**config.mk**
```make
export PLATFORM = sky130hd
export DESIGN_NAME = smpl_iter_fsm
export DESIGN_NICKNAME = d
export VERILOG_FILES = /design/src/rtl/smpl_iter_fsm.sv
export SDC_FILE = /design/constraint.sdc
export NUM_CORES = 1
export LEC_CHECK = 0
export ABC_AREA = 1
export CAP_MARGIN = 20
export CORE_AREA = 2 2 286 288
export DETAILED_ROUTE_END_ITERATION = 16
export DIE_AREA = 0 0 288 290
export GPL_ROUTABILITY_DRIVEN = 0
export GPL_TIMING_DRIVEN = 0
export PLACE_DENSITY_LB_ADDON = 0.3
export SLEW_MARGIN = 40
export SYNTH_ARGS = -nofsm -noshare
export SYNTH_HDL_FRONTEND = slang
export SYNTH_SLANG_ARGS = --single-unit
```
**constraint.sdc**
```tcl
create_clock -name clk -period 6.96 [get_ports clk]
set_input_delay 1.74 -clock clk [delete_from_list [all_inputs] [get_ports clk]]
set_output_delay 1.74 -clock clk [all_outputs]
set_load 0.02 [all_outputs]
```
**src/rtl/smpl_iter_fsm.sv**
```systemverilog
// -----------------------------------------------------------------------------
// smpl_iter_fsm
//
// Bounding-box sample iterator. It accepts one triangle (vertices, color and
// its pre-snapped axis-aligned bounding box) from the bounding-box stage and
// walks every subsample point of the box in raster order. This is x-major
// within a row, and rows run from bottom to top. It emits one candidate sample
// per cycle, and the latched triangle and color travel with each sample to the
// sample-test stage.
//
// Ports
//   clk               clock
//   rst               synchronous, active-high reset
//   tri_R13S          triangle vertices [VERTS][AXIS], signed fixed point
//   color_R13U        triangle color [COLORS]
//   box_R13S          bounding box: [0] = lower-left (x,y), [1] = upper-right
//   validTri_R13H     triangle/box valid
//   subSample_RnnnnU  one-hot subsample configuration (bit0 finest)
//   halt_RnnnnL       0 = busy; upstream must hold its R13 inputs stable
//   tri_R14S          latched triangle
//   color_R14U        latched color
//   sample_R14S       current sample position (x,y)
//   validSamp_R14H    sample_R14S is valid
//   lastSamp_R14H     final sample of the current triangle
// -----------------------------------------------------------------------------
module smpl_iter_fsm #(
   parameter int SIGFIG = 24,
   parameter int RADIX  = 10,
   parameter int VERTS  = 3,
   parameter int AXIS   = 3,
   parameter int COLORS = 3
) (
   input  logic                     clk,
   input  logic                     rst,
   input  logic signed [SIGFIG-1:0] tri_R13S   [VERTS][AXIS],
   input  logic        [SIGFIG-1:0] color_R13U [COLORS],
   input  logic signed [SIGFIG-1:0] box_R13S   [2][2],
   input  logic                     validTri_R13H,
   input  logic        [3:0]        subSample_RnnnnU,
   output logic                     halt_RnnnnL,
   output logic signed [SIGFIG-1:0] tri_R14S   [VERTS][AXIS],
   output logic        [SIGFIG-1:0] color_R14U [COLORS],
   output logic signed [SIGFIG-1:0] sample_R14S [2],
   output logic                     validSamp_R14H,
   output logic                     lastSamp_R14H
);

   // Positions are handled one bit wider than the interface, so that
   // coordinate + step can never wrap. This holds even when the box
   // touches the top of the signed range.
   localparam int PW = SIGFIG + 1;
   typedef logic signed [PW-1:0] pos_t;

   typedef enum logic {
      ST_WAIT,
      ST_TEST
   } state_t;

   state_t                   state_reg;
   pos_t                     step_reg;
   logic signed [SIGFIG-1:0] ll_x_reg;
   logic signed [SIGFIG-1:0] ur_x_reg;
   logic signed [SIGFIG-1:0] ur_y_reg;

   logic [1:0] ss_lg2;
   pos_t       step_in;
   logic       box_legal;
   logic       accept;
   logic       ld_last;

   pos_t cur_x, cur_y, ur_x, ur_y;
   pos_t adv_x, adv_y;
   pos_t nxt_x, nxt_y;
   logic nxt_last;

   // -------------------------------------------------------------------------
   // Incoming triangle: step size, legality and lastness of its first sample.
   // -------------------------------------------------------------------------
   always_comb begin
      ss_lg2 = 2'd0;
      if (subSample_RnnnnU[0])
         ss_lg2 = 2'd3;
      else if (subSample_RnnnnU[1])
         ss_lg2 = 2'd2;
      else if (subSample_RnnnnU[2])
         ss_lg2 = 2'd1;
      else if (subSample_RnnnnU[3])
         ss_lg2 = 2'd0;
   end

   assign step_in   = pos_t'(1) << (RADIX - int'(ss_lg2));
   assign box_legal = (box_R13S[1][0] >= box_R13S[0][0]) &&
                      (box_R13S[1][1] >= box_R13S[0][1]);

   // The block only looks at upstream while halted. That covers idle and
   // the last sample of a triangle, so back-to-back triangles have no bubble.
   assign halt_RnnnnL = (state_reg == ST_WAIT) || lastSamp_R14H;
   assign accept      = halt_RnnnnL && validTri_R13H && box_legal;

   // A 1-wide or 1-tall box can make the very first sample the last one.
   assign ld_last = ((pos_t'(box_R13S[0][0]) + step_in) > pos_t'(box_R13S[1][0])) &&
                    ((pos_t'(box_R13S[0][1]) + step_in) > pos_t'(box_R13S[1][1]));

   // -------------------------------------------------------------------------
   // Raster advance from the current sample, and whether that next sample
   // closes the box.
   // -------------------------------------------------------------------------
   assign cur_x = pos_t'(sample_R14S[0]);
   assign cur_y = pos_t'(sample_R14S[1]);
   assign ur_x  = pos_t'(ur_x_reg);
   assign ur_y  = pos_t'(ur_y_reg);
   assign adv_x = cur_x + step_reg;
   assign adv_y = cur_y + step_reg;

   always_comb begin
      nxt_x = adv_x;
      nxt_y = cur_y;
      if (adv_x > ur_x) begin
         nxt_x = pos_t'(ll_x_reg);
         nxt_y = adv_y;
      end
   end

   assign nxt_last = ((nxt_x + step_reg) > ur_x) && ((nxt_y + step_reg) > ur_y);

   // -------------------------------------------------------------------------
   // State, latched triangle and registered outputs.
   // -------------------------------------------------------------------------
   always_ff @(posedge clk) begin
      if (rst) begin
         state_reg      <= ST_WAIT;
         step_reg       <= '0;
         ll_x_reg       <= '0;
         ur_x_reg       <= '0;
         ur_y_reg       <= '0;
         tri_R14S       <= '{default: '0};
         color_R14U     <= '{default: '0};
         sample_R14S    <= '{default: '0};
         validSamp_R14H <= 1'b0;
         lastSamp_R14H  <= 1'b0;
      end else if (accept) begin
         // Entered from WAIT or from the last sample of the previous triangle.
         state_reg      <= ST_TEST;
         step_reg       <= step_in;
         ll_x_reg       <= box_R13S[0][0];
         ur_x_reg       <= box_R13S[1][0];
         ur_y_reg       <= box_R13S[1][1];
         tri_R14S       <= tri_R13S;
         color_R14U     <= color_R13U;
         sample_R14S[0] <= box_R13S[0][0];
         sample_R14S[1] <= box_R13S[0][1];
         validSamp_R14H <= 1'b1;
         lastSamp_R14H  <= ld_last;
      end else begin
         case (state_reg)
            ST_TEST: begin
               if (lastSamp_R14H) begin
                  state_reg      <= ST_WAIT;
                  validSamp_R14H <= 1'b0;
                  lastSamp_R14H  <= 1'b0;
               end else begin
                  // The next sample is known to lie inside the box here,
                  // so dropping the guard bit is lossless.
                  sample_R14S[0] <= nxt_x[SIGFIG-1:0];
                  sample_R14S[1] <= nxt_y[SIGFIG-1:0];
                  validSamp_R14H <= 1'b1;
                  lastSamp_R14H  <= nxt_last;
               end
            end
            default: begin
               // Idle, or an illegal box was presented: emit nothing.
               state_reg      <= ST_WAIT;
               validSamp_R14H <= 1'b0;
               lastSamp_R14H  <= 1'b0;
            end
         endcase
      end
   end

endmodule

```
==> results of run 1 <==
## cells in the final DEF (no fill, tap or decap), types with 10 or more instances in the layout
cell and count:
nand2_1 1154, clkdlybuf4s50_1 727, a21oi_1 534, dfxtp_1 398, inv_1 365, nor2_1 281, ha_1 253, o21ai_0 119
nand3_1 102, nand4_1 91, clkbuf_1 73, xor2_1 70, clkbuf_16 52, buf_4 50, buf_2 47, xnor2_1 32
nor3_1 26, nand2_2 24, conb_1 24, o21ai_1 22, dfxtp_2 15, buf_6 14, ha_4 13, bufinv_16 10
## what timing repair did
item | CTS | global route
resized for setup | 46 | 113
buffers inserted | 12 | 16
pin swaps | 11 | 33
setup endpoints to repair | 1 | 1
gates cloned | 0 | 1
hold buffers | 0 | 0
## stage by stage
stage	util [%]	hold slack, ns	cell area, µm²
after detailed placement	43.2	0.452	34600
after CTS	45.7	0.461	36600
after floorplan	-	0.435	26000
after global routing	46.4	0.473	37200
final	46.4	0.462	37200
after global placement	43.1	0.445	34600
## metal layers
layer	wire, µm	vias up	global-route usage [%]
met3	12200	265	8.68
li1	-	14059	-
met4	8640	28	16.2
met1	48500	13265	34.3
met5	179	-	0
met2	60600	1197	50.0
## cells by family after synthesis
kind of cell | synth area share [%]
xor gates and xnor gates | 3.62
AOI/OAI and AO/OA | 14.7
buffers and inverters | 8.63
DFF | 32.6
and+or+nand+nor | 27.0
other | 0.0145
adders and majority gates | 13.4
## area by class of cell
cell class	instances	area, µm²
inverters	373	1400
repair buffers	756	7510
clock inverters	24	392
flip-flops and latches	422	8500
diodes	7	17.5
well taps	1060	1330
clock buffers	67	1400
multi-input cells	2869	15800
plain buffers	158	868
fillers	8230	43000
## worst register-to-register path: cells and delay by family (launching register included)
family | cells | cell delay, ns
AO/OA/AOI/OAI | 6 | 1.11
XOR/XNOR | 1 | 0.07
adder cells (fa/ha/maj) | 6 | 1.53
buffers and inverters | 6 | 0.44
flip-flops | 1 | 0.41
AND/OR/NAND/NOR | 32 | 3.08
## power groups by stage
stage	Sequential (mW)	Combinational (mW)	Clock, mW
3_3_place_gp	2.75	3.39	0
5_1_grt	2.71	4.06	3.04
4_1_cts	2.70	3.51	2.96
2_1_floorplan	2.84	1.96	0
3_5_place_dp	2.75	3.43	0
6_report	2.70	3.73	2.92
## path summary, 6_finish.rpt
check / start / endpoint / slack [ns]
max: step_reg[4] / lastSamp_R14H / 0.21
min: ur_y_reg[9] / ur_y_reg[9] / 0.46
max reg2reg: step_reg[4] / lastSamp_R14H / 0.21
min reg2reg: ur_y_reg[9] / ur_y_reg[9] / 0.46
==> results_dict.tcl, run 1 <==
set metrics [dict create \
    status "finished clean" \
    comb_power_share_pct 39.9 \
    ant_nets 0 \
    p_clk_share_pct 31.2 \
    switching_power_mw 3.58 \
    final_nets 5295 \
    overflow 0 \
    instances_no_fill 5736 \
    synth.top_cells.by_count "nand2_1, a21oi_1, dfxtp_1" \
    cts_tree "done" \
    grt_max_degree 20 \
    power_density_nw_per_um2 252 \
    fin_crit_sh_pct 97.0 \
    required_ns 7.45 \
    drt-initial-drc-count 2438 \
    clock-sinks 422 \
    grt_pass1_vias 26607 \
    cp.depth 51 \
    syn-instance-count 3801 \
    yosys_warnings 0 \
    setup_viol 0 \
    synth_area_leaders "dfxtp_1, nand2_1, ha_1" \
    grtUsageTotal_pct 29.9 \
    fin_skew_ns 0.0201 \
    worstSkewPairLatency_ns 0.60 \
    wl_per_cell_um 22.7 \
    post-dp-hpwl_um 109000 \
    worst-path-buf-inv 6 \
    p_leak_nw 15.9 \
    clockBufferDepth 3 \
    synth.largest_area_cell "dfxtp_1" \
    syn_area_per_cell_um2 6.81 \
    dieArea_um2 83500 \
    crit_path_end_kind "register" \
    htree_levels 2 \
    setup_tns_ns 0 \
    initial_utilization_pct 32.3 \
    rows 104 \
    netlist_area_um2 25900 \
    hold_viol_final 0 \
    top_register "tri_R14S" \
    die_w_um 288 \
    tightest_slew_ns 0.915 \
    areaGrowthSynthToFinish_pct 43.6 \
    boundaryPins 730 \
    cp-start-kind "register" \
    first_pass_iters 6 \
    synth.most_common_cell "nand2_1" \
    drc 0 \
    crit_family "simple AND/OR/NAND/NOR gates" \
    intPower_mw 5.77 \
    fin_total_pwr_mw 9.36 \
    fmax_mhz 148 \
    hp-class "register to register" \
    seqPwrFrac_pct 28.9 \
    vias_per_cell 5.02 \
    drv_cap 0 \
    dpl_worst_slack_ns -1.58 \
    wl_um 130000 \
    placedCellCount 5611 \
    worstPathArrival_ns 7.24 \
    largestRegisters "tri_R14S x216, color_R14U x72, sample_R14S x48" \
    synth-seq-cells 422 \
    crit_top_cell "nand2_1" \
    vias 28814 \
    slowest_delay_ns 0.41 \
    drive_gt1_share_pct 7.05 \
    max-slew-margin-rel_pct 39.0 \
    synth_top_cell_area_share_pct 32.6 \
    ys_seq_area_share_pct 32.6 \
    drv_slew 0 \
    swShare_pct 38.3 \
    coreArea_um2 80200 \
    final.setup.worst_slack_ns 0.208 \
    hold_depth 2 \
    yosysUniqueCellTypes 49 \
    post-route-min-period_ns 6.75 \
    cp_max_fo 5 \
    async_flop_share_pct 0 \
    cts_buffers 50 \
    grt_pass1_wl_um 182000 \
    crit_slowest_cell "dfxtp_4" \
    rr_worst_depth 51 \
    ys_dominant_reg_cell "dfxtp_1" \
    port_buffers 727 \
    root_buffer "clkbuf_16" \
    cts.clk_slew.worst_paths_ns 0.07 \
    antenna_found_initial 21 \
    ir_drop_mv 0.192 \
    largest_reg_flops 216 \
    synth_edf_count 0 \
    path_class "register to register" \
    die_h_um 290 \
]
Power figures use the tool's default switching activity.
==> run 2: changes to the inputs <==
Settings changed: CORE_AREA 2 2 286 288 to 2 2 283 285, DIE_AREA 0 0 288 290 to 0 0 285 287, DONT_BUFFER_PORTS set to 1, RECOVER_POWER set to 50.
==> results_dict.tcl, run 2 (synthesized netlist as in run 1, its figures left out) <==
set metrics [dict create \
    status "finished clean" \
    port_buffers 0 \
    post-dp-hpwl_um 107000 \
    max-slew-margin-rel_pct 44.1 \
    top_register "tri_R14S" \
    tightest_slew_ns 0.839 \
    antenna_found_initial 32 \
    final_nets 4567 \
    initial_utilization_pct 32.9 \
    fmax_mhz 148 \
    die_w_um 285 \
    overflow 0 \
    dieArea_um2 81800 \
    clock-sinks 422 \
    p_leak_nw 13.1 \
    fin_skew_ns 0.0308 \
    crit_top_cell "nand2_1" \
    setup_viol 0 \
    grtUsageTotal_pct 29.6 \
    required_ns 7.46 \
    vias 26303 \
    power_density_nw_per_um2 290 \
    rows 103 \
    largestRegisters "tri_R14S x216, color_R14U x72, sample_R14S x48" \
    grt_pass1_wl_um 174000 \
    grt_pass1_vias 23592 \
    crit_path_end_kind "register" \
    drv_slew 0 \
    r2r_setup_slack_ns 0.20 \
    worstSkewPairLatency_ns 0.61 \
    setup_tns_ns 0 \
    post-route-min-period_ns 6.76 \
    largest_reg_flops 216 \
    wl_um 128000 \
    path_class "register to register" \
    final_common_cell "nand2_1" \
    hp-start "ll_x_reg[23]" \
    hp-class "register to register" \
    grt_max_degree 20 \
    slowest_delay_ns 0.41 \
    crit_slowest_cell "ha_1" \
    areaGrowthSynthToFinish_pct 15.4 \
    drv_cap 0 \
    r2r_end "lastSamp_R14H" \
    mostFrequentLayoutCells "nand2_1, a21oi_1, dfxtp_1, inv_1, nor2_1" \
    wl_per_cell_um 25.5 \
    cts_tree "done" \
    first_pass_iters 7 \
    clockBufferDepth 3 \
    rr_worst_depth 41 \
    hold_viol_final 0 \
    final.setup.worst_slack_ns 0.204 \
    ir_drop_mv 0.215 \
    drive_gt1_share_pct 8.51 \
    worstPathArrival_ns 7.25 \
    vias_per_cell 5.26 \
    ant_nets 0 \
    boundaryPins 730 \
    drc 0 \
    cts_buffers 50 \
    fin_crit_sh_pct 97.1 \
    hold_path_end "ll_x_reg[23]" \
    placedCellCount 4874 \
    die_h_um 287 \
    cp_max_fo 10 \
    cp-start-kind "register" \
    cts.clk_slew.worst_paths_ns 0.06 \
    ctsHoldBuffers 0 \
    hold_depth 2 \
    coreArea_um2 78600 \
    r2r-start "step_reg[6]" \
    dpl_worst_slack_ns -1.74 \
    drt-initial-drc-count 2580 \
    root_buffer "clkbuf_16" \
    instances_no_fill 4997 \
    htree_levels 2 \
]
## run 2: cell types whose count changed in the layout (fill, tap and decap cells not counted), moves of 4 or more
cell             change
clkbuf_1            +10
nand2_1              -6
buf_2                -6
buf_4                -4
ha_4                 +4
ha_1                 -6
dfxtp_1              -4
dfxtp_4              +6
nand3_1              -4
clkdlybuf4s50_1    -727
bufinv_16            -6
## run 2: area by class of cell
type | count | area [µm²]
fillers | 8563 | 48700
multi-input cells | 2869 | 15900
flip-flops and latches | 422 | 8520
inverters | 373 | 1400
clock buffers | 67 | 1390
well taps | 1050 | 1310
plain buffers | 159 | 851
clock inverters | 21 | 244
repair buffers | 27 | 203
diodes | 9 | 22.5
## run 2: worst max path at each step
stage / start / end / slack, ns / cells past startpoint
after floorplan: step_reg[5] / lastSamp_R14H / 0.67 / 47
after global placement: step_reg[6] / lastSamp_R14H / -1.69 / 43
after detailed placement: step_reg[6] / lastSamp_R14H / -1.74 / 43
after CTS: sample_R14S[26] / lastSamp_R14H / 0.04 / 46
after global routing: step_reg[6] / lastSamp_R14H / -0.08 / 47
final: step_reg[6] / lastSamp_R14H / 0.20 / 41
## run 2: critical path, delay by kind of cell, from the launching register on
| family | cells | cell delay, ns |
|---|---|---|
| simple gates | 24 | 2.51 |
| compound gates | 8 | 1.64 |
| fa+ha+maj | 4 | 1.38 |
| buf+inv | 5 | 0.73 |
| flops | 1 | 0.38 |
## run 2: where the power goes
| part | leakage (nW) | total, mW | internal [mW] | switching, mW |
|---|---|---|---|---|
| registers | 3.44 | 2.92 | 2.57 | 0.348 |
| logic | 8.88 | 3.07 | 1.05 | 2.02 |
| clock network | 0.787 | 2.68 | 1.55 | 1.14 |
| total | 13.1 | 8.67 | 5.16 | 3.51 |
## run 2: routing by layer
metal / track usage [%] / vias to the layer above / routed length (µm)
li1: - / 12587 / -
met1: 32.5 / 12184 / 46600
met2: 47.2 / 1154 / 56900
met3: 12.0 / 330 / 13600
met4: 19.0 / 48 / 9930
met5: 3.02 / - / 607
## run 2: per-stage QoR
| stage | utilization (%) | cell area (µm²) | power (mW) | hold slack (ns) |
|---|---|---|---|---|
| 2_1_floorplan | - | 26000 | 4.80 | 0.435 |
| 3_3_place_gp | 34.7 | 27300 | 5.67 | 0.446 |
| 3_5_place_dp | 34.7 | 27300 | 5.70 | 0.449 |
| 4_1_cts | 37.2 | 29300 | 8.47 | 0.458 |
| 5_1_grt | 38.0 | 29900 | 9.14 | 0.474 |
| 6_report | 38.0 | 29900 | 8.67 | 0.462 |
## run 2: repair_timing
action	4_1_cts	5_1_grt
pin swaps	13	44
endpoints found under the setup margin	1	1
gates cloned	0	0
hold endpoints to repair	0	0
buffers inserted	12	15
gates resized for setup	69	126
